`config.mk`:
```
export PLATFORM = sky130hd
export DESIGN_NAME = vga_board_capture
export DESIGN_NICKNAME = d
export VERILOG_FILES = /design/src/rtl/vga_board_capture.sv
export SDC_FILE = /design/constraint.sdc
export NUM_CORES = 1
export LEC_CHECK = 0
export CAP_MARGIN = 20
export CELL_PAD_IN_SITES_DETAIL_PLACEMENT = 1
export CELL_PAD_IN_SITES_GLOBAL_PLACEMENT = 2
export CORE_MARGIN = 5
export CORE_UTILIZATION = 30
export DETAILED_ROUTE_END_ITERATION = 8
export DONT_BUFFER_PORTS = 1
export PLACE_DENSITY = 0.74
export SYNTH_ARGS = -nofsm -noshare
export SYNTH_HDL_FRONTEND = slang
export SYNTH_SLANG_ARGS = --single-unit
```
`constraint.sdc`:
```
create_clock -name clk_25 -period 3.9 [get_ports clk_25]
set_clock_uncertainty 0.15 [all_clocks]
set_input_delay 0.78 -clock clk_25 [delete_from_list [all_inputs] [get_ports clk_25]]
set_output_delay 0.78 -clock clk_25 [all_outputs]
set_load 0.02 [all_outputs]
```
`src/rtl/vga_board_capture.sv`:
```
// VGA receive-side checker: locks to the raster timing carried by hsync/vsync, samples the
// centre pixel of each of the 3x3 board cells and decodes its colour back to a 2-bit code.
module vga_board_capture #(
  parameter int unsigned H_TOTAL  = 800,
  parameter int unsigned V_TOTAL  = 525,
  parameter int unsigned V_ACTIVE = 480,
  parameter int unsigned HS_WIDTH = 96,
  parameter int unsigned VS_WIDTH = 2,
  parameter int unsigned H_ALIGN  = 656,
  parameter int unsigned V_ALIGN  = 489,
  parameter int unsigned RGB_LAT  = 1,
  parameter int unsigned COL_X0   = 105,
  parameter int unsigned COL_X1   = 320,
  parameter int unsigned COL_X2   = 535,
  parameter int unsigned ROW_Y0   = 78,
  parameter int unsigned ROW_Y1   = 240,
  parameter int unsigned ROW_Y2   = 402
) (
  input  logic        clk_25,
  input  logic        reset,
  input  logic        i_hsync,
  input  logic        i_vsync,
  input  logic [3:0]  i_vga_r,
  input  logic [3:0]  i_vga_g,
  input  logic [3:0]  i_vga_b,
  output logic [17:0] o_cell_state,
  output logic        o_frame_valid,
  output logic        o_locked,
  output logic        o_timing_err,
  output logic        o_color_err
);

  localparam int unsigned HW = $clog2(H_TOTAL);
  localparam int unsigned VW = $clog2(V_TOTAL);

  localparam logic [HW-1:0] H_LAST = HW'(H_TOTAL - 1);
  localparam logic [HW-1:0] H_FALL = HW'(H_ALIGN);
  localparam logic [HW-1:0] H_RISE = HW'((H_ALIGN + HS_WIDTH) % H_TOTAL);
  // Loaded on the detection cycle so the counter reads H_ALIGN there and H_ALIGN+1 after.
  localparam logic [HW-1:0] H_LOAD = HW'((H_ALIGN + 1) % H_TOTAL);
  localparam logic [VW-1:0] V_LAST = VW'(V_TOTAL - 1);
  localparam logic [VW-1:0] V_FALL = VW'(V_ALIGN);
  localparam logic [VW-1:0] V_RISE = VW'((V_ALIGN + VS_WIDTH) % V_TOTAL);
  localparam logic [VW-1:0] V_PUB  = VW'(V_ACTIVE);

  localparam logic [HW-1:0] SX0 = HW'(COL_X0 + RGB_LAT);
  localparam logic [HW-1:0] SX1 = HW'(COL_X1 + RGB_LAT);
  localparam logic [HW-1:0] SX2 = HW'(COL_X2 + RGB_LAT);
  localparam logic [VW-1:0] SY0 = VW'(ROW_Y0);
  localparam logic [VW-1:0] SY1 = VW'(ROW_Y1);
  localparam logic [VW-1:0] SY2 = VW'(ROW_Y2);

  typedef enum logic [1:0] {StSearch, StAcquire, StLocked} state_t;

  state_t         r_state;
  state_t         w_state_d;
  logic           r_s_hs;
  logic           r_s_vs;
  logic           r_p_hs;
  logic           r_p_vs;
  logic [11:0]    r_s_rgb;
  logic [HW-1:0]  r_rx_h;
  logic [HW-1:0]  w_rx_h_d;
  logic [VW-1:0]  r_rx_v;
  logic [VW-1:0]  w_rx_v_d;
  logic [17:0]    r_shadow;
  logic [17:0]    w_shadow_d;
  logic           r_frame_ok;
  logic           w_frame_ok_d;
  logic [17:0]    r_cell_state;
  logic           r_frame_valid;
  logic           r_locked;
  logic           r_timing_err;
  logic           r_color_err;

  logic           w_hs_fall;
  logic           w_hs_rise;
  logic           w_vs_fall;
  logic           w_vs_rise;
  logic           w_h_wrap;
  logic           w_violation;
  logic           w_publish;
  logic           w_any_bad;
  logic           w_col_hit;
  logic           w_row_hit;
  logic [1:0]     w_col;
  logic [1:0]     w_row;
  logic [3:0]     w_cell;
  logic           w_sample;
  logic [1:0]     w_code;

  assign w_hs_fall = r_p_hs & ~r_s_hs;
  assign w_hs_rise = ~r_p_hs & r_s_hs;
  assign w_vs_fall = r_p_vs & ~r_s_vs;
  assign w_vs_rise = ~r_p_vs & r_s_vs;
  assign w_h_wrap  = (r_rx_h == H_LAST);

  // Raster counters and lock FSM
  always_comb begin
    w_rx_h_d    = w_h_wrap ? '0 : r_rx_h + 1'b1;
    w_rx_v_d    = r_rx_v;
    w_state_d   = r_state;
    w_violation = 1'b0;
    if (w_h_wrap) begin
      w_rx_v_d = (r_rx_v == V_LAST) ? '0 : r_rx_v + 1'b1;
    end
    unique case (r_state)
      StSearch: begin
        if (w_hs_fall) begin
          w_rx_h_d = H_LOAD;
        end
        if (w_vs_fall) begin
          w_rx_v_d  = V_FALL;
          w_state_d = StAcquire;
        end
      end
      StAcquire, StLocked: begin
        w_violation = (w_hs_fall && (r_rx_h != H_FALL)) ||
                      (w_hs_rise && (r_rx_h != H_RISE)) ||
                      (w_vs_fall && (r_rx_v != V_FALL)) ||
                      (w_vs_rise && (r_rx_v != V_RISE));
        if (w_violation) begin
          w_state_d = StSearch;
        end else if (w_vs_fall) begin
          w_state_d = StLocked;
        end
      end
      default: w_state_d = StSearch;
    endcase
  end

  // Sample-point decode
  always_comb begin
    w_col_hit = 1'b1;
    w_col     = 2'd0;
    if (r_rx_h == SX0) begin
      w_col = 2'd0;
    end else if (r_rx_h == SX1) begin
      w_col = 2'd1;
    end else if (r_rx_h == SX2) begin
      w_col = 2'd2;
    end else begin
      w_col_hit = 1'b0;
    end
    w_row_hit = 1'b1;
    w_row     = 2'd0;
    if (r_rx_v == SY0) begin
      w_row = 2'd0;
    end else if (r_rx_v == SY1) begin
      w_row = 2'd1;
    end else if (r_rx_v == SY2) begin
      w_row = 2'd2;
    end else begin
      w_row_hit = 1'b0;
    end
  end

  assign w_cell   = 4'(w_row) * 4'd3 + 4'(w_col);
  assign w_sample = (r_state != StSearch) && w_col_hit && w_row_hit;

  always_comb begin
    if (r_s_rgb == 12'hF00) begin
      w_code = 2'b01;
    end else if (r_s_rgb == 12'h0F0) begin
      w_code = 2'b10;
    end else if (r_s_rgb == 12'h000) begin
      w_code = 2'b00;
    end else begin
      w_code = 2'b11;
    end
  end

  always_comb begin
    w_shadow_d = r_shadow;
    w_any_bad  = 1'b0;
    for (int k = 0; k < 9; k++) begin
      if (w_sample && (w_cell == 4'(k))) begin
        w_shadow_d[2*k +: 2] = w_code;
      end
      if (r_shadow[2*k +: 2] == 2'b11) begin
        w_any_bad = 1'b1;
      end
    end
  end

  // A frame qualifies only if LOCKED from its first pixel through the publish point.
  always_comb begin
    w_frame_ok_d = r_frame_ok;
    if ((r_state != StLocked) || w_violation) begin
      w_frame_ok_d = 1'b0;
    end else if ((r_rx_v == '0) && (r_rx_h == '0)) begin
      w_frame_ok_d = 1'b1;
    end
  end

  assign w_publish = (r_rx_v == V_PUB) && (r_rx_h == '0) && (r_state == StLocked) &&
                     r_frame_ok && !w_violation;

  always_ff @(posedge clk_25 or posedge reset) begin
    if (reset) begin
      r_s_hs        <= 1'b1;
      r_s_vs        <= 1'b1;
      r_p_hs        <= 1'b1;
      r_p_vs        <= 1'b1;
      r_s_rgb       <= '0;
      r_rx_h        <= '0;
      r_rx_v        <= '0;
      r_state       <= StSearch;
      r_shadow      <= '0;
      r_frame_ok    <= 1'b0;
      r_cell_state  <= '0;
      r_frame_valid <= 1'b0;
      r_locked      <= 1'b0;
      r_timing_err  <= 1'b0;
      r_color_err   <= 1'b0;
    end else begin
      r_s_hs        <= i_hsync;
      r_s_vs        <= i_vsync;
      r_p_hs        <= r_s_hs;
      r_p_vs        <= r_s_vs;
      r_s_rgb       <= {i_vga_r, i_vga_g, i_vga_b};
      r_rx_h        <= w_rx_h_d;
      r_rx_v        <= w_rx_v_d;
      r_state       <= w_state_d;
      r_shadow      <= w_shadow_d;
      r_frame_ok    <= w_frame_ok_d;
      r_frame_valid <= w_publish;
      r_color_err   <= w_publish && w_any_bad;
      r_timing_err  <= w_violation;
      r_locked      <= (w_state_d == StLocked);
      if (w_publish) begin
        r_cell_state <= r_shadow;
      end
    end
  end

  assign o_cell_state  = r_cell_state;
  assign o_frame_valid = r_frame_valid;
  assign o_locked      = r_locked;
  assign o_timing_err  = r_timing_err;
  assign o_color_err   = r_color_err;

endmodule
```
# --- After elaboration in Yosys (flattened, before gate mapping) ---
# Cells that the tools add are included.
totals:
  out_inout_bits: 22
  wordCells: 143
  reg_bits: 79
  inputBits: 16
op_classes:
  n_mux: 38
  addsub: 3
  n_bitwise: 8
  n_eq_ne: 36
  mul: 1
  n_reduce_logical: 34
ops:
  columns: ["cell", "n"]
  rows:
  - ["10-bit two-way mux", 7]
  - ["10-bit == test, second input constant", 3]
  - ["10-bit by 9-bit == test with 1-bit output, second input constant", 3]
  - ["2-bit two-way mux", 12]
  - ["2-bit == test, second input constant", 11]
  - ["1-bit logical AND", 21]
  - ["10-bit by 1-bit adder with 10-bit output, second input constant", 2]
  - ["10-bit by 7-bit == test with 1-bit output, second input constant", 2]
  - ["10-bit zero test", 2]
  - ["10-bit != test, second input constant", 2]
  - ["10-bit by 9-bit != test with 1-bit output, second input constant", 2]
  - ["1-bit two-way mux", 18]
  - ["4-bit by 3-bit == test with 1-bit output, second input constant", 4]
  - ["12-bit == test, second input constant", 1]
  - ["12-bit by 8-bit == test with 1-bit output, second input constant", 1]
  - ["12-bit zero test", 1]
  - ["10-bit by 8-bit == test with 1-bit output, second input constant", 1]
  - ["4-bit by 2-bit == test with 1-bit output, second input constant", 2]
  - ["4-bit by 2-bit adder with 4-bit output", 1]
  - ["1-bit bitwise AND", 4]
  - ["4-bit by 1-bit == test with 1-bit output, second input constant", 1]
  - ["4-bit == test, second input constant", 1]
  - ["4-bit zero test", 1]
  - ["1-bit logical OR", 4]
  - ["other kinds (9)", 13]

# --- Longest topological paths before layout ---
# Gate-level depths: netlist (run 1).
logic_depth:
  ltp_word: 11
  ltp_mapped: 14
  mapped_depth_nobuf: 14

# --- Least setup slack after synthesis (run 1) ---
# No wires, ideal clock.
synth_timing:
  path_kind: "reg2reg"
  from: "reg r_rx_v[0]"
  to: "reg r_shadow[16]"
  setup_slack_ns: -0.386
  setup_ns: 0.125
  arrival_ns: 4.011
  path_buffers: 0
  stages_incl_launch_ff: 14
  period_less_slack_ns: 4.286
  required_time_ns: 3.625
  path_cell_list: "dfrtp_1 inv_1 ha_1 inv_1 or4_1 nor2_1 inv_1 fa_1 inv_1 ha_1 fa_1 or4b_2 a211oi_1 mux2_2"
synth_via:
  elab_chain_cells: 8
  word_cells_on_any_way: 14
  cone_classes: "add/sub: 1; mul: 1; eq/ne: 4; mux: 6; reduce/logical: 2"
synth_lines:
  columns: ["element", "line", "source"]
  rows:
  - ["start, declared", "64", "logic [VW-1:0] r_rx_v;"]
  - ["start signal, assigned", "223", "r_rx_v <= w_rx_v_d;"]
  - ["10-bit by 9-bit == test with 1-bit output", "151", "end else if (r_rx_v == SY2) begin"]
  - ["2-bit two-way mux", "151", null]
  - ["2-bit two-way mux", "149", "end else if (r_rx_v == SY1) begin"]
  - ["2-bit two-way mux", "147", "if (r_rx_v == SY0) begin"]
  - ["2-bit by 2-bit multiplier with 4-bit output", "158", "assign w_cell = 4'(w_row) * 4'd3 + 4'(w_col);"]
  - ["4-bit by 2-bit adder with 4-bit output", "158", null]
  - ["4-bit == test", "177", "if (w_sample && (w_cell == 4'(k))) begin"]
  - ["1-bit logical AND (*)", "177", null]
  - ["end signal, assigned", "225", "r_shadow <= w_shadow_d;"]
  - ["end, declared", "66", "logic [17:0] r_shadow;"]
# Mark *: on every way between the ends. The rest lies on a longest branch, timed or not.
# A chain may end at the register's enable or synchronous reset.

# --- Final worst setup path (run 1) ---
layout_timing:
  from: "reg r_rx_v[0]"
  to: "reg r_shadow[17]"
# Same word-level chain as after synthesis.

==> results_dict.tcl, run 1 <==
set metrics [dict create \
    clkSlewWorstSetupHoldPaths_ps 60 \
    initial_core_util_pct 30.6 \
    synth_seq_cells 79 \
    drtPass1Iterations 4 \
    fmax_ghz 0.257 \
    fin_nets 508 \
    cp.depth 12 \
    synth_edf_count 0 \
    grt_max_degree 39 \
    powerDensity_nw_per_um2 453 \
    ys_async_sr_fraction_pct 100 \
    cts_sinks 79 \
    antennaDiodeCount 0 \
    grt_overflow 0 \
    leakagePower_nw 2.17 \
    cap_viol_max_count 0 \
    drc 0 \
    ys_warn_count 0 \
    rsz0062_at_grt "true" \
    cts-root-buf "clkbuf_16" \
    grt.total_usage_pct 14.1 \
    required_ps 3980 \
    cts_buffer_depth 2 \
    tns_ps 0 \
    fin_crit_ps 3890 \
    dp_hpwl_um 8390 \
    worst-path-max-fanout 5 \
    grt_pass1_wl_um 20200 \
    core-area_um2 14600 \
    ys_top_cells_by_area "dfrtp_1 42%, nand2_1 4.4%, mux2_2 4.3%" \
    fillerInstances 1603 \
    die_x_um 132 \
    slowest_delay_ps 510 \
    numCtsBuffers 9 \
    core.rowCount 44 \
    critical-path-top-delay-family "adder cells" \
    critPathKind "register to register" \
    multi_input_area_um2 2410 \
    antenna_found_initial 0 \
    syn-num-nets 496 \
    syn_inst 465 \
    die_h_um 132 \
    path_buf_inv 2 \
    cp-start-kind "register" \
    place.gp.congestion 0.846 \
    cts_tree "yes" \
    status "finished, final reports clean" \
    area_growth_pct 18.8 \
    wl_per_cell_um 18.3 \
    vdd_drop_max_mv 0.348 \
    path_cells "inv_2 -> ha_4 -> nand2_2 -> or4_4 -> or2_4 -> fa_1 -> inv_1 -> ha_2 -> fa_2 -> or4b_4 -> a211oi_4 -> mux2_4" \
    drtIter0Drc 162 \
    grt_pass1_vias 3908 \
    syn_area_per_cell_um2 9.61 \
    end_kind "register" \
    ys_types 57 \
    hold_viol_final 0 \
    final_cell_mix "75 x dfrtp_1, 51 x nand2_1, 34 x buf_4" \
    synthFlopType "dfrtp_1" \
    synth_top_cell_by_area "dfrtp_1" \
    io_pins 38 \
    slew_headroom_pct 3.35 \
    port_buffers 0 \
    slew_violations 0 \
    vias 3698 \
    r2r_cells 12 \
    crit_path_top_delay_cell "or4b_4" \
    seq_area_frac_synth_pct 44.3 \
    viasPerCell 5.55 \
    cts_hold_buf 0 \
    postRouteAntennaNets 0 \
    tightest_slew_ps 1450 \
    routed_wl_um 12200 \
    clk_latency_ps 350 \
    synth_top_area_share_pct 42.0 \
    cts_max_level 3 \
    die_area_um2 17400 \
    drive_gt1_share_pct 20.7 \
    fin_util_pct 36.4 \
    area.sequential_um2 1980 \
    syn_area_um2 4470 \
    hp-class "primary input to async pin" \
    crit_arrival_ps 3970 \
    final-setup-viol-count 0 \
    layout_commonest_cell "dfrtp_1" \
    period_share_pct 99.6 \
]
## final timing paths
path                                     start                  endpoint  slack [ps]
max                        r_rx_v[0]$_DFF_PP0_  r_shadow[17]$_DFFE_PP0P_          10
min                                      reset      r_s_rgb[0]$_DFF_PP0_          80
max reg2reg                r_rx_v[0]$_DFF_PP0_  r_shadow[17]$_DFFE_PP0P_          10
min reg2reg                   r_s_vs$_DFF_PP1_          r_p_vs$_DFF_PP1_         230
max in group asynchronous                reset          r_p_hs$_DFF_PP1_        2790
min in group clk_25           r_s_vs$_DFF_PP1_          r_p_vs$_DFF_PP1_         230
## state kept, by name, summed over array words and instances, names as in the netlist, 2 cells and up
name	count
o_cell_state	18
r_shadow	18
r_s_rgb	12
r_rx_h	10
r_rx_v	10
r_state	2
## area by class of cell
| class | instances | share of cell area, % |
|---|---|---|
| clock buffers | 13 | 4.90 |
| well taps | 184 | 4.33 |
| repair buffers | 35 | 5.32 |
| flip-flops and latches | 79 | 37.3 |
| multi-input cells | 337 | 45.4 |
| inverters | 15 | 1.08 |
| clock inverters | 3 | 1.70 |
## worst register-to-register path: cells and delay by family (launching register included)
family	cells	cell delay, ps
AO/OA/AOI/OAI	1	230
multiplexers	1	330
adder cells (fa/ha/maj)	4	1270
buffers and inverters	2	160
flip-flops	1	390
AND/OR/NAND/NOR	4	1230
## what timing repair did
action,CTS,global route
setup buffers,2,2
pin swaps,4,8
endpoints found under the setup margin,16,18
resized for setup,4,14
## cell usage after synthesis, drive strengths merged, types with 2 or more instances
| cell type | n |
|---|---|
| dfrtp | 75 |
| nand2 | 52 |
| nand3 | 33 |
| a211oi | 25 |
| clkbuf | 25 |
| nor2b | 25 |
| or4 | 22 |
| nor2 | 19 |
| o211ai | 19 |
| mux2 | 18 |
| nor4 | 17 |
| inv | 15 |
| nor3 | 14 |
| ha | 13 |
| buf | 9 |
| xnor2 | 9 |
| a21oi | 7 |
| nand4 | 7 |
| o21ai | 5 |
| or3 | 5 |
| and3 | 4 |
| dfstp | 4 |
| xor2 | 4 |
| nor4bb | 3 |
| a2111oi | 2 |
| a22oi | 2 |
| a31oi | 2 |
| and4b | 2 |
| fa | 2 |
| o21a | 2 |
| o2bb2ai | 2 |
| or2 | 2 |
| or3b | 2 |
| or4b | 2 |
## per-stage QoR
step	setup slack (ps)	total power (W)	hold slack [ps]	instance area, µm²	cells
after detailed placement	-82.9	0.00143	225	4820	645
after CTS	-37.1	0.00245	68.0	5200	663
after global placement	1.23	0.00142	227	4820	645
after global routing	-60.3	0.00255	70.6	5310	666
after floorplan	-19.3	0.00128	211	4520	465
final	13.8	0.00241	77.6	5310	666
## cells by family after synthesis
kind of cell	Yosys count	synth area share [%]
DFF	79	44.3
muxes	19	4.76
xor gates and xnor gates	13	2.55
buffers and inverters	49	4.90
AOI/OAI and AO/OA	74	12.4
adders and majority gates	15	4.53
and+or+nand+nor	216	26.6
## per-layer routing
layer / GRT usage, % / part of all wire, % / vias up
met4: 3.71 / 0.93 / 0
met2: 23.0 / 49 / 57
li1: - / - / 1740
met1: 18.5 / 47 / 1891
met5: 0 / 0 / -
met3: 4.08 / 3.8 / 10
## power breakdown
part           internal [W]  total, W  switching [W]
registers          0.000877  0.000935      0.0000581
clock network      0.000661  0.000996       0.000335
logic              0.000144  0.000477       0.000332
total               0.00168   0.00241       0.000726
No activity file was read; power rests on OpenSTA's default activity.
==> run 2, diff against run 1 <==
- PLACE_DENSITY: 0.74 -> 0.72
- TNS_END_PERCENT: not set -> 1
- clock period: 3.9 -> 3.75 ns (I/O delays scaled with it)
==> run 2 against run 1 <==
  * The flow now finishes with violations (setup timing)
  * Sequential cell count is the same
  * Combinational power grew 6.9%
  * Via count is essentially flat
  * Wire length grew 0.15%
  * Critical path depth is the same
  * Non-clock buffer count grew 6
  * Power grew 3.2%
  * Critical path type unchanged
  * Critical endpoint unchanged
==> results_dict.tcl, run 2 (synthesis gave the netlist of run 1 again) <==
set metrics [dict create \
    critPathKind "register to register" \
    slew_headroom_pct 14.3 \
    rsz0062_at_grt "true" \
    fin_util_pct 36.6 \
    cp-start-kind "register" \
    die_h_um 132 \
    vdd_drop_max_mv 0.300 \
    grt_max_degree 43 \
    grt.total_usage_pct 14.4 \
    worst-path-max-fanout 6 \
    path_buf_inv 2 \
    crit_arrival_ps 3970 \
    drtPass1Iterations 6 \
    wl_per_cell_um 18.2 \
    grt_overflow 0 \
    violations "setup timing" \
    period_share_pct 104 \
    clkSlewWorstSetupHoldPaths_ps 60 \
    area_growth_pct 19.5 \
    cap_viol_max_count 0 \
    antennaDiodeCount 0 \
    cts_buffer_depth 2 \
    timing.rr.end "r_shadow[17]$_DFFE_PP0P_" \
    drtIter0Drc 208 \
    grt_pass1_wl_um 20600 \
    routed_wl_um 12200 \
    cts-root-buf "clkbuf_16" \
    r2r-start "r_rx_v[0]$_DFF_PP0_" \
    clk_latency_ps 340 \
    cp.depth 12 \
    place.gp.congestion 0.834 \
    cts_tree "yes" \
    r2r_cells 12 \
    cts_sinks 79 \
    layout_commonest_cell "dfrtp_1" \
    cp-endpoint "r_shadow[17]$_DFFE_PP0P_" \
    path_cells "inv_2 -> ha_4 -> nand2_2 -> or4_4 -> or2_4 -> fa_1 -> inv_1 -> ha_2 -> fa_2 -> or4b_4 -> a211oi_4 -> mux2_4" \
    hp-class "primary input to async pin" \
    end_kind "register" \
    core.rowCount 44 \
    dp_hpwl_um 8570 \
    drc 0 \
    grt_pass1_vias 3949 \
    tns_ps -381 \
    leakagePower_nw 2.18 \
    fin_crit_ps 3890 \
    powerDensity_nw_per_um2 465 \
    fmax_ghz 0.257 \
    rrSetupSlack_ps -140 \
    final_cell_mix "74 x dfrtp_1, 51 x nand2_1, 41 x buf_4" \
    antenna_found_initial 0 \
    slowest_delay_ps 520 \
    die_x_um 132 \
    power_w 0.00249 \
    viasPerCell 5.51 \
    worst_slack_ps -142 \
    status "complete, but fails checks" \
    postRouteAntennaNets 0 \
    final_area_um2 5340 \
    required_ps 3830 \
    vias 3701 \
    crit_start "r_rx_v[0]$_DFF_PP0_" \
    crit_path_top_delay_cell "or4b_4" \
    fin_nets 514 \
    io_pins 38 \
    slew_violations 0 \
    placed_area_um2 4860 \
    core-area_um2 14600 \
    initial_core_util_pct 30.6 \
    hold_viol_final 0 \
    cts_hold_buf 0 \
    final-setup-viol-count 6 \
    critical-path-top-delay-family "adder cells" \
    tightest_slew_ps 1290 \
    port_buffers 0 \
    drive_gt1_share_pct 21.5 \
    cts_max_level 3 \
    numCtsBuffers 9 \
    die_area_um2 17400 \
]
run 2: worst reg2reg max path: stages, from the launching register on:
cell	delay (ps)
dfrtp_1	390
inv_2	120
ha_4	140
nand2_2	40
or4_4	420
or2_4	270
fa_1	500
inv_1	40
ha_2	170
fa_2	470
or4b_4	520
a211oi_4	230
mux2_4	320
run 2: worst min path at each step:
| stage | cells past startpoint | endpoint | start |
|---|---|---|---|
| after floorplan | 0 | r_p_hs$_DFF_PP1_ | r_s_hs$_DFF_PP1_ |
| after global routing | 1 | r_s_rgb[1]$_DFF_PP0_ | reset |
| after detailed placement | 0 | r_p_vs$_DFF_PP1_ | r_s_vs$_DFF_PP1_ |
| after global placement | 0 | r_p_hs$_DFF_PP1_ | r_s_hs$_DFF_PP1_ |
| final | 1 | r_s_rgb[3]$_DFF_PP0_ | reset |
| after CTS | 1 | r_s_rgb[3]$_DFF_PP0_ | reset |
run 2: routing by layer:
metal	track usage (%)	vias up	wire length, µm
met5	0	-	0
met4	5.37	0	215
met3	3.74	12	525
met2	22.7	65	5770
met1	19.0	1875	5710
li1	-	1749	-
run 2: cell type report:
type / instances / area [µm²]
clock inverters: 5 / 106
inverters: 15 / 57.6
multi-input cells: 337 / 2420
well taps: 184 / 230
repair buffers: 41 / 308
fillers: 1644 / 9250
flip-flops and latches: 79 / 1980
clock buffers: 11 / 233
run 2: report_power, final:
group          internal [W]  switching, W
Clock              0.000653      0.000357
Combinational      0.000155      0.000355
Sequential         0.000912     0.0000543
run 2: what timing repair did:
action / CTS / global route
buffers inserted: 3 / 1
pin swaps: 8 / 7
gates resized for setup: 8 / 16
setup endpoints to repair: 18 / 18
run 2: stage by stage:
| stage | instances | worst slack, ps | hold slack [ps] |
|---|---|---|---|
| 4_1_cts | 671 | -199 | 33.8 |
| 5_1_grt | 672 | -226 | 37.4 |
| 3_3_place_gp | 652 | -183 | 228 |
| 6_report | 672 | -142 | 39.2 |
| 2_1_floorplan | 465 | -186 | 211 |
| 3_5_place_dp | 652 | -329 | 227 |
==> run 3, diff against run 2 <==
- CORE_UTILIZATION: 30 -> 41
- CTS_BUF_LIST: not set -> sky130_fd_sc_hd__clkbuf_8 sky130_fd_sc_hd__clkbuf_16
- PLACE_DENSITY: 0.72 -> 0.9
==> run 3 against run 2 <==
  * The run still ends with setup timing left
  * Sequential cell count unchanged
  * Critical endpoint is now r_shadow[16]$_DFFE_PP0P_
  * Sequential power about the same
  * Die area down 25%
  * Sequential share of layout area up 1.3 points
  * Hold slack better by 56 ps
  * Utilization up 11 points
  * Combinational power up 2%
  * Power down 10%
  * Register-to-register slack better by 20 ps
  * Global-route usage up 5.3 points
==> results_dict.tcl, run 3 (synthesis gave the netlist of run 1 again) <==
set metrics [dict create \
    p_sw_w 0.000765 \
    p_int_w 0.00147 \
    worst_slack_ps -125 \
    drtIter0Drc 158 \
    cts_buffer_depth 2 \
    antenna_found_initial 0 \
    critPathKind "register to register" \
    violations "setup timing" \
    place.gp.congestion 0.842 \
    fin_nets 513 \
    cts_sinks 79 \
    clkSlewWorstSetupHoldPaths_ps 90 \
    status "complete, but fails checks" \
    grt_pass1_wl_um 20600 \
    drc 0 \
    layout_commonest_cell "dfrtp_1" \
    cap_viol_max_count 0 \
    area.sequential_um2 1980 \
    pwr-share-seq_pct 43.4 \
    hp-class "primary input to async pin" \
    grt.total_usage_pct 19.7 \
    crit_arrival_ps 3990 \
    final_cell_mix "75 x dfrtp_1, 50 x nand2_1, 40 x buf_4" \
    vdd_drop_max_mv 0.262 \
    slew_violations 0 \
    clk_latency_ps 370 \
    cts_max_level 3 \
    routed_wl_um 12300 \
    vias 3722 \
    core-area_um2 10700 \
    period_share_pct 103 \
    cp-start-kind "register" \
    dp_hpwl_um 8460 \
    grt_pass1_vias 4023 \
    crit_start "r_rx_v[0]$_DFF_PP0_" \
    die_h_um 114 \
    power_frac_comb_pct 23.2 \
    port_buffers 0 \
    slew_headroom_pct 4.05 \
    rsz0062_at_grt "true" \
    grt_overflow 0 \
    drive_gt1_share_pct 22.0 \
    wl_per_cell_um 19.6 \
    hold_viol_final 0 \
    drtPass1Iterations 5 \
    area_growth_pct 15.4 \
    tightest_slew_ps 1440 \
    antennaDiodeCount 0 \
    final-setup-viol-count 13 \
    multi_input_area_um2 2420 \
    grt_max_degree 56 \
    end_kind "register" \
    fillerInstances 1231 \
    power_w 0.00223 \
    placed_area_um2 4810 \
    fin_crit_ps 3880 \
    core.rowCount 38 \
    cts_tree "yes" \
    fmax_ghz 0.258 \
    required_ps 3870 \
    io_pins 38 \
    cts-root-buf "clkbuf_8" \
    viasPerCell 5.94 \
    leakagePower_nw 2.13 \
    clkPwrFrac_pct 33.4 \
    die_x_um 114 \
    numCtsBuffers 9 \
    cts_hold_buf 0 \
    swShare_pct 34.3 \
    r2r-start "r_rx_v[0]$_DFF_PP0_" \
    die_area_um2 13100 \
    postRouteAntennaNets 0 \
    initial_core_util_pct 41.6 \
    final_area_um2 5160 \
    powerDensity_nw_per_um2 432 \
    worst-path-max-fanout 3 \
]
## run 3: area by class of cell
cell class / count / share of cell area (%)
tap: 140 / 3.39
clock buffer: 10 / 2.67
inverter: 15 / 1.12
multi-input combinational: 337 / 46.8
sequential: 79 / 38.4
clock inverter: 6 / 1.75
timing repair buffer: 40 / 5.82
## run 3: timing repair
| action | 4_1_cts | 5_1_grt |
|---|---|---|
| gates resized for setup | 7 | 14 |
| pin swaps | 6 | 7 |
| setup endpoints to repair | 18 | 18 |
| cloned | 0 | 0 |
| setup buffers | 1 | 2 |
## run 3: final timing paths
check / to / slack [ps] / cells after the start
max in group asynchronous: o_locked$_DFF_PP0_ / 2260 / 2
max: r_shadow[16]$_DFFE_PP0P_ / -130 / 12
min: r_s_rgb[0]$_DFF_PP0_ / 100 / 1
max reg2reg: r_shadow[16]$_DFFE_PP0P_ / -130 / 12
min in group clk_25: r_s_hs$_DFF_PP1_ / 220 / 0
min reg2reg: r_p_hs$_DFF_PP1_ / 240 / 0
## run 3: stage by stage
stage / worst slack (ps) / utilization, % / hold slack, ps / TNS, ps / instances
CTS: -173 / 47.4 / 85.8 / -1910 / 625
detailed placement: -246 / 44.8 / 229 / -3870 / 608
global placement: -138 / 44.8 / 227 / -1890 / 608
floorplan: -186 / - / 211 / -544 / 465
finish: -125 / 48.0 / 95.7 / -535 / 627
global route: -240 / 48.0 / 112 / -2810 / 627
## run 3: worst max-delay path, cell delays in order (launching register included)
cell and delay (ps):
dfrtp_1 400, inv_2 120, ha_4 150, nand2_2 50, or4_4 420, or2_4 260, fa_1 510, inv_1 50
ha_2 180, fa_2 440, or4b_4 510, a211oi_4 230, mux2_4 330
## run 3: power by group through the flow
stage,combinational (W),clock [W],sequential [W]
floorplan,0.000350,0,0.000980
global placement,0.000488,0,0.000980
detailed placement,0.000519,0,0.000986
CTS,0.000523,0.000771,0.000969
global route,0.000574,0.000810,0.000975
finish,0.000519,0.000744,0.000968
## run 3: routing by layer
layer  wire length [µm]  track usage (%)  up-vias
li1                   -                -     1739
met1               5550             25.1     1918
met2               6260             34.0       49
met3                321             3.65       16
met4                168             5.86        0
met5                  0                0        -
